<file path="src/rtl/word_narrower_if.sv">
// Word-in / byte-out handshake bundle for word_narrower.
// master drives words and out_ready; slave is the narrower itself.
interface word_narrower_if;
  logic [19:0] in_word;
  logic        in_valid;
  logic        in_ready;
  logic [7:0]  out_byte;
  logic        out_valid;
  logic        out_ready;
  logic        out_last;
  logic [1:0]  out_idx;

  modport master (
    output in_word,
    output in_valid,
    input  in_ready,
    input  out_byte,
    input  out_valid,
    output out_ready,
    input  out_last,
    input  out_idx
  );

  modport slave (
    input  in_word,
    input  in_valid,
    output in_ready,
    output out_byte,
    output out_valid,
    input  out_ready,
    output out_last,
    output out_idx
  );
endinterface

</file>
<file path="src/rtl/word_narrower.sv">
// Splits a 20-bit word into three bytes (LSB or MSB first).
// Define NARROWER_SKIP_ZERO_EN to emit one byte when word[19:8]==0.
module word_narrower #(
  parameter bit MSB_FIRST = 1'b0
) (
  input logic            clk,
  input logic            rst,
  word_narrower_if.slave bus
);

  typedef enum logic [1:0] {
    IDLE,
    SEND0,
    SEND1,
    SEND2
  } state_t;

  typedef struct packed {
    logic [7:0] b;
    logic [1:0] idx;
    logic       last;
  } beat_t;

`ifdef NARROWER_SKIP_ZERO_EN
  localparam bit SKIP = 1'b1;
`else
  localparam bit SKIP = 1'b0;
`endif

  state_t      state;
  logic [19:0] word_q;
  logic [7:0]  byte_q;
  logic [1:0]  idx_q;
  logic        last_q;
  logic        valid_q;
  logic        ready_q;

  function automatic logic [1:0] pos(
    input logic [1:0] k
  );
    return MSB_FIRST ? 2'd2 - k : k;
  endfunction

  function automatic logic [7:0] pick(
    input logic [19:0] w,
    input logic [1:0]  i
  );
    case (i)
      2'd0:    return w[7:0];
      2'd1:    return w[15:8];
      default: return {4'b0000, w[19:16]};
    endcase
  endfunction

  function automatic beat_t beat(
    input logic [19:0] w,
    input logic [1:0]  k
  );
    beat_t r;
    // A word with empty upper bits collapses to its low byte alone
    if (SKIP && (w[19:8] == 12'd0)) begin
      r.b    = w[7:0];
      r.idx  = 2'd0;
      r.last = 1'b1;
    end else begin
      r.idx  = pos(k);
      r.b    = pick(w, r.idx);
      r.last = (k == 2'd2);
    end
    return r;
  endfunction

  always_ff @(posedge clk) begin
    if (rst) begin
      state   <= IDLE;
      word_q  <= '0;
      byte_q  <= '0;
      idx_q   <= '0;
      last_q  <= 1'b0;
      valid_q <= 1'b0;
      ready_q <= 1'b1;
    end else begin
      unique case (state)
        IDLE: begin
          if (bus.in_valid && ready_q) begin
            word_q  <= bus.in_word;
            state   <= SEND0;
            valid_q <= 1'b1;
            ready_q <= 1'b0;
            {byte_q, idx_q, last_q} <=
              beat(bus.in_word, 2'd0);
          end
        end
        SEND0, SEND1, SEND2: begin
          if (valid_q && bus.out_ready) begin
            if (last_q) begin
              state   <= IDLE;
              valid_q <= 1'b0;
              ready_q <= 1'b1;
              {byte_q, idx_q, last_q} <= '0;
            end else begin
              state <= (state == SEND0)
                       ? SEND1 : SEND2;
              {byte_q, idx_q, last_q} <=
                beat(word_q,
                     (state == SEND0) ? 2'd1 : 2'd2);
            end
          end
        end
      endcase
    end
  end

  assign bus.in_ready  = ready_q;
  assign bus.out_valid = valid_q;
  assign bus.out_byte  = byte_q;
  assign bus.out_idx   = idx_q;
  assign bus.out_last  = last_q;

endmodule

</file>
<file path="src/flat_wrapper.sv">
// flat-port wrapper written by rule: the top's interface ports become plain ports
module word_narrower_flat 
#(
  parameter bit MSB_FIRST = 1'b0
)
  (clk, rst, bus_in_word, bus_in_valid, bus_in_ready, bus_out_byte, bus_out_valid, bus_out_ready, bus_out_last, bus_out_idx);
  word_narrower_if bus_i ();
  input logic clk;
  input logic rst;
  input wire logic [$bits(bus_i.in_word)-1:0] bus_in_word;
  input wire logic [$bits(bus_i.in_valid)-1:0] bus_in_valid;
  output wire logic [$bits(bus_i.in_ready)-1:0] bus_in_ready;
  output wire logic [$bits(bus_i.out_byte)-1:0] bus_out_byte;
  output wire logic [$bits(bus_i.out_valid)-1:0] bus_out_valid;
  input wire logic [$bits(bus_i.out_ready)-1:0] bus_out_ready;
  output wire logic [$bits(bus_i.out_last)-1:0] bus_out_last;
  output wire logic [$bits(bus_i.out_idx)-1:0] bus_out_idx;
  assign bus_i.in_word = bus_in_word;
  assign bus_i.in_valid = bus_in_valid;
  assign bus_in_ready = bus_i.in_ready;
  assign bus_out_byte = bus_i.out_byte;
  assign bus_out_valid = bus_i.out_valid;
  assign bus_i.out_ready = bus_out_ready;
  assign bus_out_last = bus_i.out_last;
  assign bus_out_idx = bus_i.out_idx;
  word_narrower #(.MSB_FIRST(MSB_FIRST)) u_core (.clk(clk), .rst(rst), .bus(bus_i));
endmodule
</file>
<file path="config.mk">
export PLATFORM = sky130hd
export DESIGN_NAME = word_narrower_flat
export DESIGN_NICKNAME = d
export VERILOG_FILES = /design/src/rtl/word_narrower_if.sv /design/src/rtl/word_narrower.sv /design/src/flat_wrapper.sv
export SDC_FILE = /design/constraint.sdc
export NUM_CORES = 1
export LEC_CHECK = 0
export CELL_PAD_IN_SITES_DETAIL_PLACEMENT = 2
export CELL_PAD_IN_SITES_GLOBAL_PLACEMENT = 2
export CORE_MARGIN = 3
export CORE_UTILIZATION = 27
export DETAILED_ROUTE_END_ITERATION = 7
export PLACE_DENSITY_LB_ADDON = 0.1
export SLEW_MARGIN = 20
export SYNTH_ARGS = -nofsm -noshare
export SYNTH_HDL_FRONTEND = slang
export SYNTH_SLANG_ARGS = --single-unit
</file>
<file path="constraint.sdc">
create_clock -name clk -period 1.9 [get_ports clk]
set_input_delay 0.19 -clock clk [delete_from_list [all_inputs] [get_ports clk]]
set_output_delay 0.19 -clock clk [all_outputs]
set_load 0.1 [all_outputs]
</file>
Yosys cells after proc, flatten, opt, wreduce, memory -nomap -nowiden
Index checks and enable logic that the tools add are counted.
{"block": "classes", "div": 0, "shift": 0, "reduce_logical": 8, "addsub": 0, "n_bitwise": 0, "eq_ne": 8, "mul": 0, "mux": 26, "magnitude_cmp": 0}
{"cell": "one-hot mux 8 bit (2 select lines)", "count": 2}
{"cell": "two-way mux 8 bit", "count": 3}
{"cell": "two-way mux 2 bit", "count": 7}
{"cell": "two-way mux 1 bit", "count": 9}
{"cell": "one-hot mux 2 bit (2 select lines)", "count": 2}
{"cell": "equality test 2 bit, second input constant", "count": 3}
{"cell": "!= test 2 x 1 -> 1 bit, second input constant", "count": 3}
{"cell": "one-hot mux 1 bit (2 select lines)", "count": 3}
{"cell": "equality test 2 x 1 -> 1 bit, second input constant", "count": 2}
{"cell": "logical NOT 2 bit", "count": 2}
{"cell": "AND reduction 2 bit", "count": 2}
{"cell": "AND reduction 3 bit", "count": 1}
{"cell": "OR reduction 3 bit", "count": 1}
{"cell": "logical AND 1 bit", "count": 2}
{"block": "word_totals", "word_cells": 49, "output_inout_bits": 13, "rom_bits": 0, "reg_bits": 35, "latch_bits": 0, "mem_count": 0, "mem_bits_rw": 0, "inputBits": 24}

Logic depth before layout (Yosys ltp)
{"block": "depth", "word_depth": 7, "mapped_depth": 5, "depth_no_buf": 3}

Worst setup path after synthesis
No wires, ideal clock.
{"block": "synth_timing", "path_kind": "register to register", "startpoint": "register u_core.valid_q (netlist: u_core.bus.out_valid)", "endpoint": "register u_core.idx_q[0] (netlist: u_core.bus.out_idx[0])", "path_buffers": 0, "stages_incl_launch_ff": 4, "path_slack_ps": -72, "arrival_time_ps": 1901, "required_ps": 1830, "setup_ps": 70, "synth_period_minus_slack_ps": 1972, "cell_sequence": "dfxtp_1 o211ai_2 or4b_1 a21oi_1"}
{"block": "synth_between", "elab_chain_len": 3}
{"element": "from (decl)", "line": "word_narrower.sv:35", "text": "logic valid_q;"}
{"element": "from (signal assigned)", "line": "word_narrower.sv:80", "text": "valid_q <= 1'b0;"}
{"element": "from (signal assigned)", "line": "word_narrower.sv:88", "text": "valid_q <= 1'b1;"}
{"element": "from (signal assigned)", "line": "word_narrower.sv:98", "text": "valid_q <= 1'b0;"}
{"element": "logical AND 1 bit", "line": "word_narrower.sv:95", "text": "if (valid_q && bus.out_ready) begin"}
{"element": "!= test 2 x 1 -> 1 bit (no line)"}
{"element": "AND reduction 2 bit (no line)"}
{"element": "to (signal assigned)", "line": "word_narrower.sv:90", "text": "{byte_q, idx_q, last_q} <="}
{"element": "to (signal assigned)", "line": "word_narrower.sv:104", "text": "{byte_q, idx_q, last_q} <="}
{"element": "to (decl)", "line": "word_narrower.sv:33", "text": "logic [1:0] idx_q;"}
No other way between the ends.
A chain may end at the register's enable or synchronous reset.

Final worst setup path
{"block": "layout_timing", "startpoint": "register u_core.idx_q[1] (netlist: u_core.bus.out_idx[1])", "endpoint": "output bus_out_idx[1]"}
{"element": "to (decl)", "line": "flat_wrapper.sv:17", "text": "output wire logic [$bits(bus_i.out_idx)-1:0] bus_out_idx;"}
No word-level cell between the ends.

==> flow_summary.ini <==
[job]
maxCapViolations = 0

[clock_tree]
cts_resized = 0
cts_setup_buffers = 0
hold_buffers = 0
cts_tree = yes
cts.sink_count = 26
root_buffer = clkbuf_8
clkSlewWorstSetupHoldPaths_ns = 0.09
cts_buffers = 3
htree_levels = 1
cts_buffer_depth = 2
clk_latency_ns = 0.26

[timing]
worstMarginPinSlew_ns = 0.6641
rsz0062_at_grt = no
setup_violations = 0
max_slew_margin_pct = 55.66
skew_ns = 0.002623
final.min_clock_period_ns = 1.471
finalCritPeriodShare_pct = 77.41
finalSetupTns_ns = 0
timing.final.ws_setup_ns = 0.4293
fmax_ghz = 0.6799
drv_slew = 0
hold_viol = 0

[yosys]
syn_nets = 168
synth_cell_types = 26
synth_area_leaders = dfxtp_1 44%, nand2_1 9.8%, a21oi_1 6.7%
synth_seq_area_share_pct = 43.74
synth_top_area_share_pct = 43.74
synth_seq_cells = 26
avgSynthCellArea_um2 = 8.263
ys_warn_count = 0
postSynthCellCount = 144
synth_top_area_cell = dfxtp_1
syn_area_mm2 = 0.001190

[final_layout]
nFillCells = 476
area_growth_pct = 37.75
fin_util_pct = 39.83
final_common_cell = nand2_1
n_antenna_cell = 0
drive_above_1_share_pct = 15.25
stdcell_area_mm2 = 0.001639
nNetsFinal = 203
layout_common_cells = 31 x nand2_1, 24 x dfxtp_1, 23 x clkdlybuf4s50_1

[critical_path]
reg2reg_setup_slack_ns = 0.47
cpPeakStageDelay_ns = 0.76
path_cells = buf_12
worstRegToRegCells = 4
worst_path_max_delay_cell = dfxtp_1
path_class = reg -> out
cp.required_ns = 1.71
crit_path_end_kind = output port
cp_num_buf_inv = 1
startpoint_type = register
critPathTopFamily = flip-flops
worstPathArrival_ns = 1.28
r2r-start = u_core.state[0]$_SDFFE_PP0P_
r2r-end = u_core.word_q[16]$_SDFFE_PP0P_
critical_path.max_fanout = 16

[die]
dieArea_mm2 = 0.005240
io-pin-count = 37
fp.coreArea_mm2 = 0.004115
initial_utilization_pct = 28.91
num_rows = 23
dieHeight_um = 72.39
die_w_um = 72.39

[min_path]
min_path_type = in -> reg
min-delay-start = bus_in_word[17]
hold_path_end = u_core.word_q[17]$_SDFFE_PP0P_
holdPathStages = 3

[global_route]
grt_pass1_vias = 1230
grt_pass1_wl_mm = 6.189
grt_use_total_pct = 15.15
grt_max_degree = 19
antenna_found_initial = 0
overflow = 0

[placement]
place_area_mm2 = 0.001598
port_buffers = 36
hpwl_mm = 2.835
place_ws_ns = 0.2662
gp_routability_congestion = 0.8009

[routing]
drt-total-wl_mm = 3.788
antenna_left = 0
wl_per_cell_um = 16.69
drc = 0
drtPass1Iterations = 4
drt_iter0_markers = 50
vias = 1161
avgViaCountPerCell = 5.115

[pwr]
ir_drop_mv = 0.3411
p_per_area_mw_per_mm2 = 836.2
p_total_mw = 1.371
leakagePower_nw = 0.6359

[outcome]
run_status = finished clean
-- kinds of logic after synthesis --
family / synth area share [%]
AND/OR/NAND/NOR: 29.44
flip-flops: 43.74
AO/OA/AOI/OAI: 21.56
buffers and inverters: 5.258
-- power breakdown --
group          internal, mW  total, mW  switching [mW]
Sequential            0.591      0.624          0.0329
Combinational         0.142      0.437           0.295
Clock                 0.142      0.309           0.167
Total                 0.875       1.37           0.496
-- sequential cells by signal, summed over array words and instances, names as in the netlist --
signal                flops
u_core.bus.in_ready       1
u_core.bus.out_idx        2
u_core.bus.out_byte       8
u_core.word_q            12
u_core.bus.out_valid      1
u_core.state              2
-- how the worst max path moves through the flow --
stage / from / to / slack [ns] / cells after the start
after global placement: bus_out_ready / u_core.bus.out_idx[0]$_SDFFE_PP0P_ / 0.31 / 4
final: u_core.bus.out_idx[1]$_SDFFE_PP0P_ / bus_out_idx[1] / 0.43 / 1
after detailed placement: bus_out_ready / u_core.bus.out_idx[0]$_SDFFE_PP0P_ / 0.27 / 4
after global routing: u_core.bus.out_idx[1]$_SDFFE_PP0P_ / u_core.state[0]$_SDFFE_PP0P_ / 0.26 / 3
after floorplan: u_core.bus.out_idx[1]$_SDFFE_PP0P_ / u_core.bus.out_byte[4]$_SDFFE_PP0P_ / 0.10 / 4
after CTS: u_core.bus.out_idx[1]$_SDFFE_PP0P_ / bus_out_idx[1] / 0.40 / 1
-- layer usage --
metal  track usage (%)  wire [um]  up-vias
met1             18.89       1702      562
met4             1.844         19        0
li1                  -          -      574
met3             3.601        161        2
met2             27.20       1904       23
met5                 0          0        -
-- per-stage QoR --
stage          hold WS (ns)  instances
2_1_floorplan        0.3260        144
3_3_place_gp         0.4427        224
3_5_place_dp         0.4566        224
4_1_cts              0.4591        227
5_1_grt              0.4580        227
6_report             0.4611        227
-- layout make-up --
class / count / area [um^2] / area share [%]
Tap cell: 50 / 62.56 / 3.817
Sequential cell: 26 / 523.0 / 31.91
Clock buffer: 3 / 41.29 / 2.519
Timing Repair Buffer: 43 / 405.4 / 24.73
Multi-Input combinational cell: 105 / 606.8 / 37.02
-- cells in the mapped netlist (all sizes together) --
library cell,count
a21oi,16
a211oi,1
o211a,1
o2111a,1
nor2b,4
and3b,4
and2b,1
a311oi,4
nand3,2
clkbuf,4
nand2,31
dfxtp,26
a21o,4
nand3b,4
nand4bb,1
nor2,2
o21ai,7
and4bb,1
buf,9
nand2b,8
o221ai,4
o211ai,1
or4b,1
nor3,7
Note: power is estimated with default switching activity, not from simulation.
